<file path="config.mk">
export PLATFORM = sky130hd
export DESIGN_NAME = async_fifo_write
export DESIGN_NICKNAME = d
export VERILOG_FILES = /design/src/rtl/async_fifo_write.sv
export SDC_FILE = /design/constraint.sdc
export NUM_CORES = 1
export LEC_CHECK = 0
export ABC_AREA = 1
export CAP_MARGIN = 20
export CORE_ASPECT_RATIO = 1.1
export CORE_MARGIN = 10
export CORE_UTILIZATION = 50
export CTS_BUF_LIST = sky130_fd_sc_hd__clkbuf_8
export CTS_CLUSTER_DIAMETER = 50
export CTS_CLUSTER_SIZE = 12
export DETAILED_ROUTE_END_ITERATION = 12
export GPL_TIMING_DRIVEN = 0
export HOLD_SLACK_MARGIN = 0.03
export PLACE_DENSITY = 0.92
export SLEW_MARGIN = 20
export SYNTH_ARGS = -nofsm -noshare
export SYNTH_HDL_FRONTEND = slang
export SYNTH_SLANG_ARGS = --single-unit
export TNS_END_PERCENT = 1
</file>
<file path="constraint.sdc">
create_clock -name i_w_clk -period 4.1 [get_ports i_w_clk]
set_input_delay 1.025 -clock i_w_clk [delete_from_list [all_inputs] [get_ports i_w_clk]]
set_output_delay 1.025 -clock i_w_clk [all_outputs]
set_load 0.02 [all_outputs]
</file>
<file path="src/rtl/async_fifo_write.sv">
// Write-domain half of an asynchronous FIFO: storage, binary/Gray
// write pointer, registered full flag and sticky overflow flag.
module async_fifo_write #(
  parameter int D_SIZE  = 16,
  parameter int F_DEPTH = 8,
  parameter int P_SIZE  = 4
) (
  input  logic              i_w_clk,
  input  logic              i_w_rstn,
  input  logic              i_w_inc,
  input  logic [D_SIZE-1:0] i_w_data,
  input  logic [P_SIZE-1:0] gray_rd_ptr_sync,
  output logic [D_SIZE-1:0] FIFO_MEM [F_DEPTH],
  output logic              o_full,
  output logic              o_overflow,
  output logic [P_SIZE-1:0] gray_w_ptr
);

  logic [P_SIZE-1:0] w_bin;
  logic [P_SIZE-1:0] w_bin_next;
  logic [P_SIZE-1:0] w_gray_next;
  logic [P_SIZE-1:0] full_cmp;
  logic [P_SIZE-2:0] w_addr;
  logic              w_en;

  assign w_en        = i_w_inc & ~o_full;
  assign w_addr      = w_bin[P_SIZE-2:0];
  assign w_bin_next  = w_bin + P_SIZE'(w_en);
  assign w_gray_next = w_bin_next ^ (w_bin_next >> 1);

  // Full when the write pointer is one lap ahead of the read pointer:
  // in Gray code that is the top two bits inverted, the rest equal.
  assign full_cmp = {~gray_rd_ptr_sync[P_SIZE-1:P_SIZE-2],
                     gray_rd_ptr_sync[P_SIZE-3:0]};

  always_ff @(posedge i_w_clk or negedge i_w_rstn) begin
    if (!i_w_rstn) begin
      w_bin      <= '0;
      gray_w_ptr <= '0;
      o_full     <= 1'b0;
      o_overflow <= 1'b0;
    end else begin
      w_bin      <= w_bin_next;
      gray_w_ptr <= w_gray_next;
      o_full     <= (w_gray_next == full_cmp);
      if (i_w_inc && o_full) begin
        o_overflow <= 1'b1;
      end
    end
  end

  always_ff @(posedge i_w_clk or negedge i_w_rstn) begin
    if (!i_w_rstn) begin
      for (int i = 0; i < F_DEPTH; i++) begin
        FIFO_MEM[i] <= '0;
      end
    end else if (w_en) begin
      FIFO_MEM[w_addr] <= i_w_data;
    end
  end

endmodule

</file>
==> Word-level counts from Yosys, hierarchy flattened <==
Cells that the tools add are included.
{ "word_totals": {"register_bits": 138, "output_inout_bits": 134} }
{ "classes": {"n_addsub": 1, "order_cmp": 2, "n_eq_ne": 1, "n_mux": 3, "n_bitwise": 5, "reduce_logical": 2} }
{ "op_table": {"columns": ["op", "count"], "rows": [
  ["128-bit bitwise mux", 1],
  ["16-bit demux with 3-bit select", 1],
  ["16-bit two-way mux", 1],
  ["4-bit by 1-bit adder with 4-bit output", 1],
  ["4-bit == test", 1],
  ["4-bit >= comparator (second input constant)", 1],
  ["4-bit by 1-bit less-than comparator with 1-bit output (second input constant)", 1],
  ["3-bit inverter with 4-bit output", 1],
  ["4-bit by 3-bit XOR with 4-bit output", 1],
  ["1-bit logical AND", 2],
  ["2-bit inverter", 1],
  ["1-bit AND", 1],
  ["1-bit inverter", 1]
]} }

==> Longest topological paths before layout <==
Gate-level depths: netlist of run 1.
{ "depth": {"ltp_word": 6, "depth_mapped": 13, "mapped_depth_nobuf": 13} }

==> Worst setup path before layout of run 1 <==
No wires, ideal clock.
{ "synth_timing": {"path_type": "in2reg", "from": "input port i_w_inc", "to": "register o_full", "setup_time_ns": 0.114, "t_arrival_ns": 2.192, "required_ns": 3.986, "slack_ns": 1.793, "stages": 10, "path_buffers": 0, "path_cell_list": "inv_1 -> nor2_4 -> ha_1 -> ha_1 -> xor2_1 -> inv_1 -> nand2_1 -> nand2_1 -> nand3_1 -> nor2_1"} }
{ "synth_between": {"elab_chain_cells": 4} }
{ "synth_rtl": {"columns": ["item", "line", "rtl"], "rows": [
  ["start, declared", "10", "input logic i_w_inc,"],
  ["1-bit AND", "26", "assign w_en = i_w_inc & ~o_full;"],
  ["4-bit by 1-bit adder with 4-bit output", "28", "assign w_bin_next = w_bin + P_SIZE'(w_en);"],
  ["via w_bin_next[1]", "20", "logic [P_SIZE-1:0] w_bin_next;"],
  ["4-bit by 3-bit XOR with 4-bit output", "29", "assign w_gray_next = w_bin_next ^ (w_bin_next >> 1);"],
  ["via w_gray_next[0]", "21", "logic [P_SIZE-1:0] w_gray_next;"],
  ["4-bit == test", "45", "o_full <= (w_gray_next == full_cmp);"],
  ["end signal, assigned", "45", null],
  ["end, declared", "14", "output logic o_full,"]
]} }
The timed path passes the listed nets, and every way through them passes these cells.
A chain may end at the register's enable or synchronous reset.

==> Final worst setup path of run 1 <==
{ "layout_timing": {"from": "register o_full", "to": "output port o_full"} }
No word-level cell between the ends.

==> results of run 1 <==
## metrics by stage
stage          instances    util  setup slack [ps]  hold WS, ps  total power [mW]
2_1_floorplan        494       -              1793        556.7             3.945
3_3_place_gp         770  0.6876             -2914        441.6             5.492
3_5_place_dp         771  0.6905              1188        449.4             5.641
4_1_cts              803  0.7332              1454        469.3             6.838
5_1_grt              803  0.7332              1421        501.4             7.182
6_report             803  0.7332              1470        467.7             6.813
## Yosys cell counts
| cell type | number |
|---|---|
| nor2_4 | 2 |
| nor3_4 | 2 |
| inv_1 | 25 |
| xor2_1 | 1 |
| a21oi_1 | 24 |
| clkbuf_1 | 5 |
| ha_1 | 2 |
| a21o_1 | 1 |
| buf_4 | 5 |
| buf_6 | 2 |
| dfrtp_1 | 137 |
| nand3_2 | 3 |
| nand4_1 | 1 |
| o21ai_1 | 4 |
| nor2_1 | 35 |
| nand2_1 | 119 |
| clkbuf_2 | 1 |
| buf_2 | 14 |
| nand3b_1 | 2 |
| inv_2 | 2 |
| nand3_1 | 6 |
| a21oi_2 | 8 |
| nand2_4 | 1 |
| o21ai_0 | 92 |
## cell type report
| type | instances | area [um2] |
|---|---|---|
| plain buffers | 27 | 153.9 |
| clock buffers | 20 | 275.3 |
| clock inverters | 12 | 148.9 |
| fillers | 650 | 2651 |
| inverters | 27 | 101.3 |
| multi-input cells | 303 | 1438 |
| flip-flops and latches | 137 | 3428 |
| well taps | 120 | 150.1 |
| repair buffers | 157 | 1590 |
## worst reg2reg max path, delay by kind of cell (launching register included)
family | cells | cell delay, ps
buf+inv | 1 | 80
flops | 1 | 470
xor+xnor | 1 | 260
fa+ha+maj | 2 | 520
simple gates | 5 | 400
## how the worst max path moves through the flow
stage,end,slack [ps],cells past startpoint
3_3_place_gp,FIFO_MEM[53]$_DFFE_PN0P_,-2910,1
5_1_grt,o_full,1420,1
6_report,o_full,1470,1
4_1_cts,o_full,1450,1
2_1_floorplan,o_full$_DFF_PN0_,1790,10
3_5_place_dp,o_full$_DFF_PN0_,1190,11
## power by group
group          switching [mW]  total, mW  internal, mW
clock network           0.531       1.18         0.646
logic                    1.82       3.25          1.43
registers               0.407       2.39          1.98
## routing by layer
metal / track usage / routed length, um / vias up
met2: 0.3757 / 8255 / 255
met1: 0.2556 / 5962 / 2239
li1: - / - / 1949
met3: 0.08357 / 1708 / 52
met4: 0.1032 / 480 / 0
met5: 0 / 0 / -
## flip-flops by register name, summed over array words and instances (netlist names)
name        count
o_overflow      1
FIFO_MEM      128
o_full          1
gray_w_ptr      4
w_bin           3
## logic make-up (layout without fill, tap and decap cells)
kind of cell / after synthesis / after routing / synth area share
and+or+nand+nor: 171 / 171 / 0.1417
DFF: 137 / 137 / 0.6694
AOI/OAI and AO/OA: 129 / 129 / 0.1324
buffers and inverters: 54 / 243 / 0.04984
adders and majority gates: 2 / 2 / 0.004886
xor gates and xnor gates: 1 / 1 / 0.001711
==> flow_summary.json, run 1 <==
{
  "cpLargestDelayFamily": "buffers and inverters",
  "die_h_um": 126.1,
  "rr_worst_depth": 9,
  "ctsHoldBuffers": 0,
  "clk_latency_ps": 450,
  "ios": 157,
  "netlist_area_mm2": 0.005121,
  "synth.top_cell.area_share": 0.6694,
  "worstPathCellList": "clkdlybuf4s50_1",
  "grt_antenna_before_repair": 0,
  "drc": 0,
  "place_congestion": 0.8506,
  "slowest_delay_ps": 680,
  "dpl.hpwl_um": 11940,
  "track_usage": 0.2276,
  "fp.dieW_um": 116.5,
  "placed_area_mm2": 0.006862,
  "arrival_ps": 1600,
  "htreeDepth": 4,
  "port_buffers": 156,
  "ir_worst_vdd_v": 0.0006113,
  "rows": 38,
  "rrSetupSlack_ps": 2280,
  "root_buffer": "clkbuf_8",
  "period_minus_slack_ps": 2630,
  "dr.pass1.iters": 5,
  "skew_ps": 11.25,
  "crit_type": "reg2out",
  "hold_class": "reg2reg",
  "postCtsSetupBuffers": 0,
  "synthDistinctLibCells": 24,
  "wl_um": 16410,
  "dr_total_vias": 4495,
  "fmaxAchievable_mhz": 380.3,
  "wl_per_cell_um": 20.43,
  "crit_start": "o_full$_DFF_PN0_",
  "path_buf_inv": 1,
  "crit_path_start_kind": "register",
  "initialDrtViolationCount": 326,
  "reg2reg_from": "o_full$_DFF_PN0_",
  "layout_commonest_cell": "clkdlybuf4s50_1",
  "synth_top_cell_by_area": "dfrtp_1",
  "pwr_density_cell_mw_per_mm2": 935.2,
  "fp.coreArea_mm2": 0.009937,
  "cts.clk_slew.worst_paths_ps": 70,
  "final.period_utilization": 0.6414,
  "power_leakage_nw": 3.338,
  "hold_depth": 1,
  "area_delta_synth_final_pct": 42.27,
  "rsz0062_at_grt": "false",
  "critPathCaptureType": "primary output",
  "drv_slew": 0,
  "ant_nets": 0,
  "synthCells": 494,
  "tns_ps": 0,
  "synth_nets": 519,
  "cp_data_required_time_ps": 3070,
  "drive_above_1_share": 0.1069,
  "yosysWarnings": 0,
  "setup_violations": 0,
  "grt_pass1_vias": 4656,
  "synth.area.top_cells": "dfrtp_1, o21ai_0, nand2_1",
  "status": "complete, no violations",
  "tightest_slew_ps": 597.4,
  "overflow": 0,
  "grt_max_degree": 75,
  "synth_seq_cells": 137,
  "tritoncts": "yes",
  "synth_area_per_cell_um2": 10.37,
  "vias_per_cell": 5.598,
  "final_cell_mix": "clkdlybuf4s50_1, dfrtp_1, nand2_1, o21ai_0, nor2_1",
  "final_nets": 695,
  "cts_buffer_depth": 2,
  "ys_seq_area_frac": 0.6694,
  "initial_core_util": 0.5154,
  "cp_slowest_cell": "clkdlybuf4s50_1",
  "hold_viol": 0,
  "final_area_mm2": 0.007286,
  "die_area_mm2": 0.01470,
  "timing.slew.headroom": 0.6018,
  "crit_fanout": 4,
  "grt_pass1_wl_um": 25610,
  "numClockSinks": 137,
  "hold_start": "o_overflow$_DFFE_PN0P_",
  "numCtsBuffers": 17,
  "cts_resized": 0,
  "hold_end": "o_overflow$_DFFE_PN0P_",
  "n_antenna_cell": 0,
  "cap_violations": 0,
  "reg2reg_to": "o_full$_DFF_PN0_"
}
(Power assumes the default switching activity.)
==> inputs of run 2 (changes only) <==
CORE_UTILIZATION = 48   (was 50)
PLACE_DENSITY = 0.89   (was 0.92)
clock period = 2.71 ns   (was 4.1 ns; I/O delays follow)
==> run 2 against run 1 <==
- global-route usage shrank 1.3 points
- clock power grew 66%
- first-iteration DRC count decreased by 2.5%
- worst hold slack worse by 280 ps
- largest power group unchanged
==> flow_summary.json, run 2 (synthesis results as in run 1) <==
{
  "skew_ps": 7.690,
  "clk_latency_ps": 420,
  "cts.clk_slew.worst_paths_ps": 70,
  "largest_reg_flops": 128,
  "grt_pass1_wl_um": 25540,
  "cpLargestDelayFamily": "buffers and inverters",
  "final.period_utilization": 0.8309,
  "numCtsBuffers": 17,
  "grt_max_degree": 78,
  "vias_per_cell": 5.217,
  "dr_total_vias": 4309,
  "ant_nets": 0,
  "fillerInstances": 757,
  "cap_violations": 0,
  "numClockSinks": 137,
  "timing.slew.headroom": 0.6900,
  "tritoncts": "yes",
  "largestRegisters": "FIFO_MEM (128), gray_w_ptr (4), w_bin (3)",
  "fp.coreArea_mm2": 0.01039,
  "setup_violations": 0,
  "netSwitchingFraction": 0.3925,
  "crit_path_start_kind": "register",
  "tightest_slew_ps": 465.0,
  "ios": 157,
  "power_leakage_nw": 3.376,
  "initial_core_util": 0.4927,
  "hold_viol": 0,
  "seq_power_share": 0.344,
  "hold_class": "in2async",
  "pwr_density_cell_mw_per_mm2": 1422,
  "crit_type": "reg2out",
  "cp_slowest_cell": "clkdlybuf4s50_1",
  "final_nets": 695,
  "period_minus_slack_ps": 2252,
  "wl_um": 16100,
  "drive_above_1_share": 0.1054,
  "regMostFlops": "FIFO_MEM",
  "final_cell_mix": "clkdlybuf4s50_1, dfrtp_1, nand2_1, o21ai_0, nor2_1",
  "die_area_mm2": 0.01521,
  "arrival_ps": 1570,
  "layout_commonest_cell": "clkdlybuf4s50_1",
  "n_antenna_cell": 0,
  "fmaxAchievable_mhz": 444.1,
  "final-instance-count-excl-fill": 826,
  "ir_worst_vdd_v": 0.0007776,
  "slowest_delay_ps": 670,
  "tns_ps": 0,
  "worstPathCellList": "clkdlybuf4s50_1",
  "cts_resized": 0,
  "path_buf_inv": 1,
  "crit_fanout": 4,
  "p_switching_mw": 4.113,
  "place_congestion": 0.8635,
  "initialDrtViolationCount": 318,
  "crit_start": "o_full$_DFF_PN0_",
  "ctsHoldBuffers": 0,
  "rsz0062_at_grt": "false",
  "dr.pass1.iters": 5,
  "critPathCaptureType": "primary output",
  "dpl.hpwl_um": 11900,
  "die_h_um": 128.3,
  "wl_per_cell_um": 19.50,
  "port_buffers": 156,
  "status": "complete, no violations",
  "cp_data_required_time_ps": 2030,
  "combPwrFrac": 0.469,
  "postCtsSetupBuffers": 0,
  "area_delta_synth_final_pct": 43.93,
  "overflow": 0,
  "htreeDepth": 4,
  "cts_buffer_depth": 2,
  "power_mw": 10.48,
  "power_frac_clock": 0.188,
  "drc": 0,
  "rows": 39,
  "drv_slew": 0,
  "grt_pass1_vias": 4652,
  "fp.dieW_um": 118.5,
  "root_buffer": "clkbuf_8",
  "p_int_mw": 6.365,
  "dp.cells": 794,
  "reg2reg_from": "o_full$_DFF_PN0_",
  "track_usage": 0.2142,
  "grt_antenna_before_repair": 0,
  "utilization": 0.7092
}
run 2: path summary, 6_finish.rpt:
check,endpoint,slack [ps],cells past startpoint
hold reg to reg,o_overflow$_DFFE_PN0P_,460,1
max in group asynchronous,FIFO_MEM[119]$_DFFE_PN0P_,1810,2
setup reg to reg,o_full$_DFF_PN0_,890,9
min in group i_w_clk,o_overflow$_DFFE_PN0P_,460,1
setup / recovery,o_full,460,1
hold / removal,FIFO_MEM[47]$_DFFE_PN0P_,180,1
run 2: cell type report:
type	count	area (um2)	area share
plain buffers	27	153.9	0.02088
inverters	27	101.3	0.01375
clock buffers	18	247.7	0.03361
well taps	143	178.9	0.02427
multi-input cells	303	1438	0.1950
repair buffers	157	1594	0.2163
flip-flops and latches	137	3428	0.4651
clock inverters	14	229.0	0.03106
run 2: metal layers:
| metal | up-vias | wire length (um) | global-route usage |
|---|---|---|---|
| li1 | 1957 | - | - |
| met2 | 194 | 8236 | 0.3708 |
| met1 | 2123 | 6067 | 0.2364 |
| met3 | 35 | 1269 | 0.06605 |
| met5 | - | 0 | 0 |
| met4 | 0 | 529 | 0.1071 |
run 2: power groups by stage:
stage          Sequential, mW  Clock, mW  Combinational (mW)
2_1_floorplan            4.62          0                1.34
3_3_place_gp             3.54          0                4.78
3_5_place_dp             3.60          0                4.94
4_1_cts                  3.59       1.99                4.97
5_1_grt                  3.71       2.06                5.30
6_report                 3.60       1.96                4.91
run 2: stage by stage:
stage / worst slack (ps) / cell area (um2) / hold slack, ps
2_1_floorplan: 750.8 / 5121 / 381.9
3_3_place_gp: -4011 / 6862 / 439.0
3_5_place_dp: 158.8 / 6894 / 448.4
4_1_cts: 433.9 / 7371 / 179.8
5_1_grt: 389.4 / 7371 / 199.4
6_report: 458.3 / 7371 / 184.6
